### config.mk
export PLATFORM = sky130hd
export DESIGN_NAME = sdram_slot_arbiter
export DESIGN_NICKNAME = d
export VERILOG_FILES = /design/src/rtl/sdram_slot_arbiter.sv
export SDC_FILE = /design/constraint.sdc
export NUM_CORES = 1
export LEC_CHECK = 0
export ABC_CLOCK_PERIOD_IN_PS = 3000
export CORE_MARGIN = 4
export CORE_UTILIZATION = 41
export CTS_CLUSTER_DIAMETER = 150
export DETAILED_ROUTE_END_ITERATION = 10
export PLACE_DENSITY = 0.83
export SETUP_SLACK_MARGIN = 0.3
export SYNTH_ARGS = -nofsm -noshare
export SYNTH_HDL_FRONTEND = slang
export SYNTH_SLANG_ARGS = --single-unit
### constraint.sdc
create_clock -name clk -period 3 [get_ports clk]
set_input_delay 0.45 -clock clk [delete_from_list [all_inputs] [get_ports clk]]
set_output_delay 0.45 -clock clk [all_outputs]
set_load 0.05 [all_outputs]
### src/rtl/sdram_slot_arbiter.sv
// Arbitrates a ROM-load writer and two read slots onto a single-access SDRAM controller port.
// Optional abort-on-timeout for stuck accesses is enabled by defining ARB_TIMEOUT_EN.
module sdram_slot_arbiter #(
  parameter int ADDR_W  = 25,
  parameter int TIMEOUT = 255
) (
  input  logic              clk,
  input  logic              reset,
  input  logic              io_req,
  input  logic [ADDR_W-1:0] io_addr,
  input  logic [7:0]        io_din,
  output logic              io_ack,
  input  logic              a_req,
  input  logic [ADDR_W-1:0] a_addr,
  output logic              a_ack,
  output logic [7:0]        a_dout,
  input  logic              b_req,
  input  logic [ADDR_W-1:0] b_addr,
  output logic              b_ack,
  output logic [7:0]        b_dout,
  output logic [ADDR_W-1:0] sdram_addr,
  output logic [7:0]        sdram_din,
  output logic              sdram_rd,
  output logic              sdram_we,
  input  logic [7:0]        sdram_dout,
  input  logic              sdram_ready,
  output logic              busy,
  output logic              timeout_err
);

  typedef enum logic [1:0] {IDLE, ISSUE, WAIT, DONE} state_t;
  typedef enum logic [1:0] {OWN_IO, OWN_A, OWN_B} owner_t;

  if (TIMEOUT < 1 || TIMEOUT > 255) begin : g_bad_timeout
    $error("TIMEOUT must be in 1..255");
  end

  state_t            state, state_nxt;
  owner_t            owner, owner_nxt;
  logic              load;
  logic              capture;
  logic              abort;
  logic [ADDR_W-1:0] sel_addr;
  // last_b set means slot B was the most recent A/B grant, so A wins the next tie
  logic              last_b;

`ifdef ARB_TIMEOUT_EN
  logic [7:0] wait_cnt;
`endif

  always_comb begin
    state_nxt = state;
    owner_nxt = owner;
    load      = 1'b0;
    capture   = 1'b0;
    abort     = 1'b0;
    sel_addr  = io_addr;
    case (state)
      IDLE: begin
        if (io_req) begin
          owner_nxt = OWN_IO;
          sel_addr  = io_addr;
          load      = 1'b1;
          state_nxt = ISSUE;
        end else if (a_req && (!b_req || last_b)) begin
          owner_nxt = OWN_A;
          sel_addr  = a_addr;
          load      = 1'b1;
          state_nxt = ISSUE;
        end else if (b_req) begin
          owner_nxt = OWN_B;
          sel_addr  = b_addr;
          load      = 1'b1;
          state_nxt = ISSUE;
        end
      end
      ISSUE: state_nxt = WAIT;
      WAIT: begin
        if (sdram_ready) begin
          capture   = 1'b1;
          state_nxt = DONE;
        end
`ifdef ARB_TIMEOUT_EN
        else if (wait_cnt == 8'(TIMEOUT - 1)) begin
          abort     = 1'b1;
          state_nxt = DONE;
        end
`endif
      end
      DONE:    state_nxt = IDLE;
      default: state_nxt = IDLE;
    endcase
  end

  always_ff @(posedge clk or posedge reset) begin
    if (reset) begin
      state      <= IDLE;
      owner      <= OWN_IO;
      sdram_addr <= '0;
      sdram_din  <= 8'h00;
      a_dout     <= 8'hFF;
      b_dout     <= 8'hFF;
      last_b     <= 1'b1;
    end else begin
      state <= state_nxt;
      owner <= owner_nxt;
      if (load) begin
        sdram_addr <= sel_addr;
        if (owner_nxt == OWN_IO) sdram_din <= io_din;
        else                     last_b    <= (owner_nxt == OWN_B);
      end
      // An aborted read returns all-ones to its owner, like an unprogrammed ROM byte
      if (capture || abort) begin
        if (owner == OWN_A) a_dout <= abort ? 8'hFF : sdram_dout;
        if (owner == OWN_B) b_dout <= abort ? 8'hFF : sdram_dout;
      end
    end
  end

`ifdef ARB_TIMEOUT_EN
  always_ff @(posedge clk or posedge reset) begin
    if (reset) begin
      wait_cnt    <= 8'h00;
      timeout_err <= 1'b0;
    end else begin
      if (state == ISSUE)     wait_cnt <= 8'h00;
      else if (state == WAIT) wait_cnt <= wait_cnt + 8'h01;
      if (abort) timeout_err <= 1'b1;
    end
  end
`else
  assign timeout_err = 1'b0;
`endif

  assign sdram_rd = (state == ISSUE) && (owner != OWN_IO);
  assign sdram_we = (state == ISSUE) && (owner == OWN_IO);
  assign io_ack   = (state == DONE)  && (owner == OWN_IO);
  assign a_ack    = (state == DONE)  && (owner == OWN_A);
  assign b_ack    = (state == DONE)  && (owner == OWN_B);
  assign busy     = (state != IDLE);

endmodule

==> results of run 1 <==
[worst min path at each step]
stage / slack, ps / cells past startpoint / to / from
after floorplan: 530 / 1 / state[0]$_DFFE_PP0P_ / state[0]$_DFFE_PP0P_
after global placement: 460 / 2 / sdram_din[3]$_DFFE_PP0P_ / sdram_din[3]$_DFFE_PP0P_
after detailed placement: 460 / 2 / sdram_din[7]$_DFFE_PP0P_ / sdram_din[7]$_DFFE_PP0P_
after CTS: 490 / 2 / sdram_din[7]$_DFFE_PP0P_ / sdram_din[7]$_DFFE_PP0P_
after global routing: 520 / 2 / sdram_din[3]$_DFFE_PP0P_ / sdram_din[3]$_DFFE_PP0P_
final: 490 / 2 / sdram_din[7]$_DFFE_PP0P_ / sdram_din[7]$_DFFE_PP0P_
[layout make-up]
| type | instances | area [um^2] | area share |
|---|---|---|---|
| clock buffers | 6 | 93.8 | 0.0218 |
| clock inverters | 2 | 17.5 | 0.00407 |
| inverters | 6 | 22.5 | 0.00524 |
| multi-input cells | 171 | 1160 | 0.271 |
| flip-flops and latches | 54 | 1370 | 0.319 |
| well taps | 77 | 96.3 | 0.0224 |
| repair buffers | 154 | 1530 | 0.357 |
[metal layers]
layer,GRT usage,up-vias
met4,0.0467,0
met3,0.0605,8
met2,0.364,106
met1,0.254,1222
li1,-,1180
met5,0,-
[synthesized netlist by cell type]
cell type / instances
and3b_1: 2
o31a_1: 1
and2_1: 4
conb_1: 1
dfrtp_1: 37
nor2_1: 2
a211oi_1: 1
nand4b_2: 2
a22oi_1: 8
a21oi_1: 43
a21bo_4: 1
o21ai_0: 25
mux2_4: 1
o21ai_1: 9
nor2b_1: 2
o31ai_2: 1
buf_6: 5
nand2b_4: 1
o22a_1: 1
clkbuf_2: 1
o22ai_2: 10
mux2i_1: 1
buf_4: 3
o32a_1: 1
clkbuf_1: 3
a31oi_1: 1
nand2_1: 25
mux2_2: 16
o22ai_1: 7
ha_1: 4
inv_1: 6
a21boi_4: 1
buf_2: 6
dfstp_2: 17
[kinds of logic after synthesis]
family                     synth area share
buffers and inverters                0.0550
muxes                                0.0765
and+or+nand+nor                      0.0746
adders and majority gates            0.0187
other                               0.00140
DFF                                   0.512
AOI/OAI and AO/OA                     0.262
[state kept, by name, summed over array words and instances (netlist names)]
name	flops
a_dout	8
b_dout	8
last_b	1
owner	2
sdram_addr	25
sdram_din	8
state	2
[worst reg2reg max path, delay by kind of cell (launching register included)]
family,cells,cell delay [ps]
AOI/OAI and AO/OA,3,1170
buffers and inverters,1,100
DFF,1,430
adders and majority gates,1,320
[where the power goes]
group | total [mW] | internal, mW | switching [mW]
logic | 3.07 | 1.12 | 1.95
registers | 1.40 | 1.17 | 0.230
clock network | 0.471 | 0.220 | 0.251
total | 4.94 | 2.50 | 2.43
[what timing repair did]
action | CTS | global route
hold buffers | 0 | 0
setup endpoints to repair | 0 | 1
resized for setup | 0 | 1
==> results.yml, run 1 <==
clock_network:
  h-tree-depth: 2
  clk_pin_slew_ps: 100
  cts_tree: "done"
  clock_sinks: 54
  postCtsSetupBuffers: 0
  clk_latency_ps: 300
  cts_root_buffer: "clkbuf_8"
  cts_made_buffers: 5
  clockBufferDepth: 2
placed_design:
  placed_cells: 462
  portBuffers: 151
  pre_cts_slack_ps: 714
  place_area_um2: 4190
  gp_congestion: 0.804
  dp_hpwl_um: 6000
detailed_routing:
  vias: 2516
  drc_errors: 0
  via_per_inst: 5.35
  route.met2.wl_um: 4050
  drt-met1-wl_um: 3320
  wl_um: 8210
  wl_met3_um: 746
  first_pass_iters: 4
  wl_per_cell_um: 17.5
  drtIter0Drc: 77
  maxUsedRoutingLayer: "met4"
  antenna_left: 0
logic_synthesis:
  ys_seq_area_frac: 0.512
  synth_area_leaders: "dfrtp_1, dfstp_2, a21oi_1, mux2_2, o21ai_0"
  yosysTopAreaCell: "dfrtp_1"
  netlist_area_um2: 2680
  synth_nets: 350
  syn_inst: 249
  synth_top_area_frac: 0.345
  ys_types: 34
  synth-warning-count: 0
  synth_seq_cells: 54
  synth_area_per_cell_um2: 10.8
global_route:
  track_usage: 0.208
  grt_max_degree: 55
  antenna_found_initial: 0
  grt_pass1_vias: 2648
  grt-ovfl-total: 0
  grt_pass1_wl_um: 12800
power_and_ir_drop:
  leakage_nw: 1.76
  power.density_nw_per_um2: 1150
  finalPower_mw: 4.94
  peakVddDrop_uv: 842
timing:
  skew_ps: 7.02
  fin_crit_ps: 2430
  timing.final.hold_violations: 0
  setup_viol: 0
  whs_ps: 487
  max_freq_ghz: 0.411
  fin_ws_ps: 566
  fin_setup_tns_ps: 0
  maxSlewViolCount: 0
  rsz0062_at_grt: "no"
  slew_headroom: 0.380
  period_share: 0.811
  worstMarginPinSlew_ps: 929
critical_path:
  crit_family: "buffers and inverters"
  crit_path_max_incr_delay_ps: 810
  endpoint: "busy"
  cp-startpoint: "state[0]$_DFFE_PP0P_"
  cp_cell_sequence: "inv_1, ha_2, inv_1, clkdlybuf4s50_1"
  rr_endpoint: "sdram_addr[15]$_DFFE_PP0P_"
  cp-end-kind: "output pin"
  cp_max_fo: 10
  crit_arrival_ps: 1980
  cp_common_cell: "inv_1"
  regToRegSetupSlack_ps: 890
  crit_required_ps: 2550
  rr_worst_depth: 5
  critPathBufInv: 3
  reg2reg_from: "state[0]$_DFFE_PP0P_"
  path_depth: 4
  crit_path_top_delay_cell: "clkdlybuf4s50_1"
  crit_type: "flip-flop to output pin"
  critical_path.startpoint_type: "flip-flop"
die:
  rows: 29
  io_pins: 153
  dieWidth_um: 88.9
  dieArea_um2: 7900
  coreArea_um2: 6350
  start_util: 0.422
  fp.dieH_um: 88.9
final_layout:
  layout_commonest_cell: "clkdlybuf4s50_1"
  design_area_um2: 4300
  final_core_util: 0.677
  final_cell_mix: "clkdlybuf4s50_1, a21oi_1, dfrtp_1"
  antenna_cells: 0
  fillers: 518
  instances_no_fill: 470
  fin_nets: 493
  area_growth_pct: 60.4
  drive_gt1_frac: 0.160
job:
  drv_cap: 0
status:
  run_status: "complete, no violations"
min_path:
  min_path_type: "flip-flop to flip-flop"
Note: power is estimated with default switching activity, not from simulation.
==> inputs of run 2 (changes only) <==
- ABC_CLOCK_PERIOD_IN_PS: 3000 -> 2200
- CORE_UTILIZATION: 41 -> 35
- PLACE_DENSITY: 0.83 -> 0.76
- clock period: 3 -> 2.2 ns (I/O delays scaled with it)
==> run 2 against run 1 <==
  * Sequential share of layout area shrank 0.43 points
  * Critical endpoint is now sdram_addr[3]
  * Largest power group unchanged
  * Clock skew is essentially flat
  * Worst hold slack lost 2.5 ps
  * Setup slack lost 200 ps
  * Design area grew 1.4%
  * Critical path depth shrank 3
  * Wire length shrank 1.4%
  * Clock power grew 19%
  * Die area grew 16%
  * Non-clock buffer count grew 8
==> results.yml, run 2 (synthesized netlist as in run 1, its figures left out) <==
status:
  run_status: "complete, no violations"
clock_network:
  cts_made_buffers: 5
  clock_sinks: 54
  clk_pin_slew_ps: 100
  postCtsSetupBuffers: 0
  clk_latency_ps: 300
  cts_tree: "done"
  cts_root_buffer: "clkbuf_8"
  h-tree-depth: 2
  hold_buffers: 0
  clockBufferDepth: 2
detailed_routing:
  wl_per_cell_um: 16.2
  wl_um: 8090
  first_pass_iters: 4
  drtIter0Drc: 68
  drc_errors: 0
  via_per_inst: 5.02
  vias: 2509
  antenna_left: 0
critical_path:
  critPathBufInv: 1
  cp-end-kind: "output pin"
  critical_path.startpoint_type: "flip-flop"
  reg2reg_from: "state[0]$_DFFE_PP0P_"
  crit_arrival_ps: 1510
  cp_max_fo: 2
  crit_type: "flip-flop to output pin"
  crit_required_ps: 1870
  crit_family: "buffers and inverters"
  cp_cell_sequence: "clkdlybuf4s50_1"
  crit_path_top_delay_cell: "clkdlybuf4s50_1"
  crit_path_max_incr_delay_ps: 820
  cp-startpoint: "sdram_addr[3]$_DFFE_PP0P_"
global_route:
  antenna_found_initial: 0
  grt_pass1_vias: 2594
  grt_pass1_wl_um: 12600
  grt-ovfl-total: 0
  track_usage: 0.174
  grt_max_degree: 39
die:
  rows: 31
  fp.dieH_um: 95.5
  dieArea_um2: 9130
  io_pins: 153
  start_util: 0.364
  dieWidth_um: 95.5
  coreArea_um2: 7370
placed_design:
  dp_hpwl_um: 6160
  portBuffers: 151
  gp_congestion: 0.718
final_layout:
  drive_gt1_frac: 0.195
  largest_reg_flops: 25
  final_cell_mix: "clkdlybuf4s50_1, a21oi_1, dfrtp_1"
  area_growth_pct: 62.5
  layout_commonest_cell: "clkdlybuf4s50_1"
  fin_nets: 501
  antenna_cells: 0
  top_register: "sdram_addr"
  fillers: 654
timing:
  rsz0062_at_grt: "no"
  timing.final.hold_violations: 0
  period_share: 0.834
  fin_crit_ps: 1840
  worstMarginPinSlew_ps: 526
  whs_ps: 484
  maxSlewViolCount: 0
  setup_viol: 0
  slew_headroom: 0.649
  skew_ps: 7.38
  fin_setup_tns_ps: 0
  max_freq_ghz: 0.545
job:
  drv_cap: 0
min_path:
  hp-start: "sdram_din[7]$_DFFE_PP0P_"
  min_path_type: "flip-flop to flip-flop"
power_and_ir_drop:
  leakage_nw: 1.86
  power.density_nw_per_um2: 1510
  peakVddDrop_uv: 683
[run 2: cell count changes in the layout (fill, tap and decap cells not counted), moves of 2 or more]
| cell | previous run | this run |
|---|---|---|
| clkdlybuf4s50_1 | 151 | 126 |
| buf_12 | 0 | 2 |
| inv_4 | 0 | 2 |
| dlymetal6s2s_1 | 0 | 2 |
| dlygate4sd2_1 | 0 | 17 |
| buf_4 | 3 | 14 |
[run 2: stage by stage]
stage / worst slack [ps] / cell area, um^2 / cells / total power, mW / utilization
2_1_floorplan: 555 / 2680 / 249 / 4.77 / -
6_report: 365 / 4360 / 500 / 6.58 / 0.592
5_1_grt: 305 / 4360 / 500 / 6.97 / 0.592
3_5_place_dp: 143 / 4290 / 492 / 6.19 / 0.582
4_1_cts: 245 / 4360 / 500 / 6.66 / 0.591
3_3_place_gp: 185 / 4290 / 492 / 6.10 / 0.582
[run 2: power breakdown]
part	switching, mW	internal [mW]
logic	2.68	1.45
registers	0.303	1.59
clock network	0.331	0.230
total	3.31	3.27
[run 2: final timing paths]
check,to,slack (ps),cells past startpoint
setup / recovery,sdram_addr[3],360,1
hold / removal,sdram_din[7]$_DFFE_PP0P_,480,2
setup reg to reg,sdram_din[2]$_DFFE_PP0P_,470,7
hold reg to reg,sdram_din[7]$_DFFE_PP0P_,480,2
max in group asynchronous,last_b$_DFFE_PP1P_,1310,3
min in group asynchronous,a_dout[7]$_DFFE_PP1P_,580,2
[run 2: layout make-up]
type                       count  area (um^2)  share of cell area
clock buffer                   5         68.8              0.0158
clock inverter                 3         21.3             0.00488
inverter                       6         22.5             0.00516
multi-input combinational    171         1170               0.267
sequential                    54         1370               0.315
tap                           99          124              0.0284
timing repair buffer         162         1590               0.364
[run 2: metal layers]
metal	share of wire	routed length, um	track usage
met1	0.41	3330	0.208
met4	0.015	121	0.0533
met3	0.076	618	0.0481
met2	0.50	4020	0.304
met5	0	0	0
[run 2: worst register-to-register path: stages, from the launching register on]
cell and delay (ps):
dfrtp_1 430, inv_1 100, ha_2 210, buf_4 170, and2_1 410, buf_4 230
nand2_1 60, nand2_1 70
[run 2: what timing repair did]
action / 4_1_cts / 5_1_grt
hold endpoints to repair: 0 / 0
resized for setup: 19 / 5
setup endpoints to repair: 35 / 7
cloned: 0 / 0
==> inputs of run 3 (changes only) <==
- ABC_CLOCK_PERIOD_IN_PS: 2200 -> 1500
- clock period: 2.2 -> 1.5 ns (I/O delays scaled with it)
==> run 3 against run 2 <==
  * The run now ends with negative setup slack left
  * Clock skew is 2.4 ps higher
  * Via count is 8.8% higher
  * Design area grew 21%
  * Global-route usage increased by 1.7 points
  * Count of clock-buffer cells in the layout increased by 1
  * Utilization grew 12 points
  * Critical path depth increased by 3
  * Wire length is 22% higher
==> results.yml, run 3 (synthesized netlist as in run 1, its figures left out) <==
status:
  run_status: "complete, but fails checks"
  violations: "negative setup slack"
placed_design:
  dp_hpwl_um: 6560
  portBuffers: 151
  place_area_um2: 4590
  gp_congestion: 0.766
  pre_cts_slack_ps: -252
  placed_cells: 501
power_and_ir_drop:
  power.density_nw_per_um2: 2340
  leakage_nw: 2.24
  peakVddDrop_uv: 1270
  finalPower_mw: 12.4
clock_network:
  clockBufferDepth: 2
  h-tree-depth: 2
  clock_sinks: 54
  cts_tree: "done"
  clk_pin_slew_ps: 100
  clk_latency_ps: 310
  cts_made_buffers: 5
  cts_root_buffer: "clkbuf_8"
  hold_buffers: 0
global_route:
  antenna_found_initial: 0
  grt_pass1_wl_um: 13600
  grt-ovfl-total: 0
  grt_pass1_vias: 2751
  grt_max_degree: 55
  track_usage: 0.192
detailed_routing:
  drc_errors: 0
  drtIter0Drc: 112
  first_pass_iters: 5
  wl_um: 9840
  vias: 2730
  antenna_left: 0
  via_per_inst: 5.18
  wl_per_cell_um: 18.7
critical_path:
  crit_type: "flip-flop to output pin"
  regToRegSetupSlack_ps: -120
  critical_path.startpoint_type: "flip-flop"
  rr_endpoint: "sdram_addr[7]$_DFFE_PP0P_"
  rr_worst_depth: 7
  cp-startpoint: "state[1]$_DFFE_PP0P_"
  crit_arrival_ps: 1400
  crit_required_ps: 1270
  cp-end-kind: "output pin"
  reg2reg_from: "state[0]$_DFFE_PP0P_"
  cp_max_fo: 3
final_layout:
  fin_nets: 528
  fillers: 506
  instances_no_fill: 527
  antenna_cells: 0
  design_area_um2: 5280
  final_cell_mix: "clkdlybuf4s50_1, buf_4, dfrtp_1"
  layout_commonest_cell: "clkdlybuf4s50_1"
  top_register: "sdram_addr"
  drive_gt1_frac: 0.493
  largest_reg_flops: 25
  area_growth_pct: 96.8
die:
  rows: 31
  dieWidth_um: 95.5
  coreArea_um2: 7370
  io_pins: 153
  start_util: 0.364
  dieArea_um2: 9130
  fp.dieH_um: 95.5
job:
  drv_cap: 0
timing:
  period_share: 1.09
  fin_ws_ps: -128
  rsz0062_at_grt: "yes"
  maxSlewViolCount: 0
  skew_ps: 9.78
  max_freq_ghz: 0.614
  fin_crit_ps: 1630
  timing.final.hold_violations: 0
  setup_viol: 40
min_path:
  min_path_type: "primary input to async pin"
==> run 3: changes by cell type in the layout (fill, tap and decap cells not counted), sizes merged, moves of 2 or more <==
cell           change
dlygate4sd2       -17
buf               +74
clkdlybuf4s50     -32
inv                -3
clkinvlp           +2
==> run 3: per-stage QoR <==
step / utilization / TNS [ps] / hold WS [ps]
CTS: 0.655 / -656 / 366
global route: 0.716 / -6070 / 369
finish: 0.716 / -2450 / 354
detailed placement: 0.623 / -5680 / 464
floorplan: - / -29.3 / 286
global placement: 0.623 / -4000 / 461
==> run 3: repair_timing <==
action / 4_1_cts / 5_1_grt
endpoints found under the setup margin: 76 / 76
cloned: 2 / 4
buffers inserted: 4 / 8
pin swaps: 0 / 34
gates resized for setup: 15 / 97
==> run 3: layer usage <==
layer / GRT usage / wire (um)
met5: 0 / 0
met2: 0.347 / 5180
met1: 0.225 / 3860
met4: 0.0474 / 119
met3: 0.0481 / 673
==> run 3: layout make-up <==
cell class	instances	area, um^2	share of cell area
flip-flops and latches	54	1370	0.260
inverters	6	32.5	0.00616
well taps	99	124	0.0235
repair buffers	187	2090	0.395
clock inverters	2	12.5	0.00237
clock buffers	6	93.8	0.0178
multi-input cells	173	1560	0.295
==> run 3: critical path, stage by stage, from the launching register on <==
cell and delay [ps]:
dfrtp_1 430, buf_6 140, ha_4 160, and3b_2 230, buf_12 150
==> run 3: where the power goes <==
part | total, mW | switching [mW] | internal, mW | leakage, nW
Combinational | 8.36 | 4.53 | 3.83 | 1.57
Clock | 0.931 | 0.498 | 0.433 | 0.0572
Sequential | 3.07 | 0.722 | 2.35 | 0.614
Total | 12.4 | 5.75 | 6.62 | 2.24
==> run 3: worst max path at each step <==
stage	cells past startpoint	to	slack [ps]
CTS	4	b_ack	-110
global placement	4	sdram_addr[17]$_DFFE_PP0P_	-150
floorplan	6	state[1]$_DFFE_PP0P_	-30
detailed placement	4	sdram_addr[9]$_DFFE_PP0P_	-250
global route	7	sdram_addr[7]$_DFFE_PP0P_	-210
finish	4	b_ack	-130
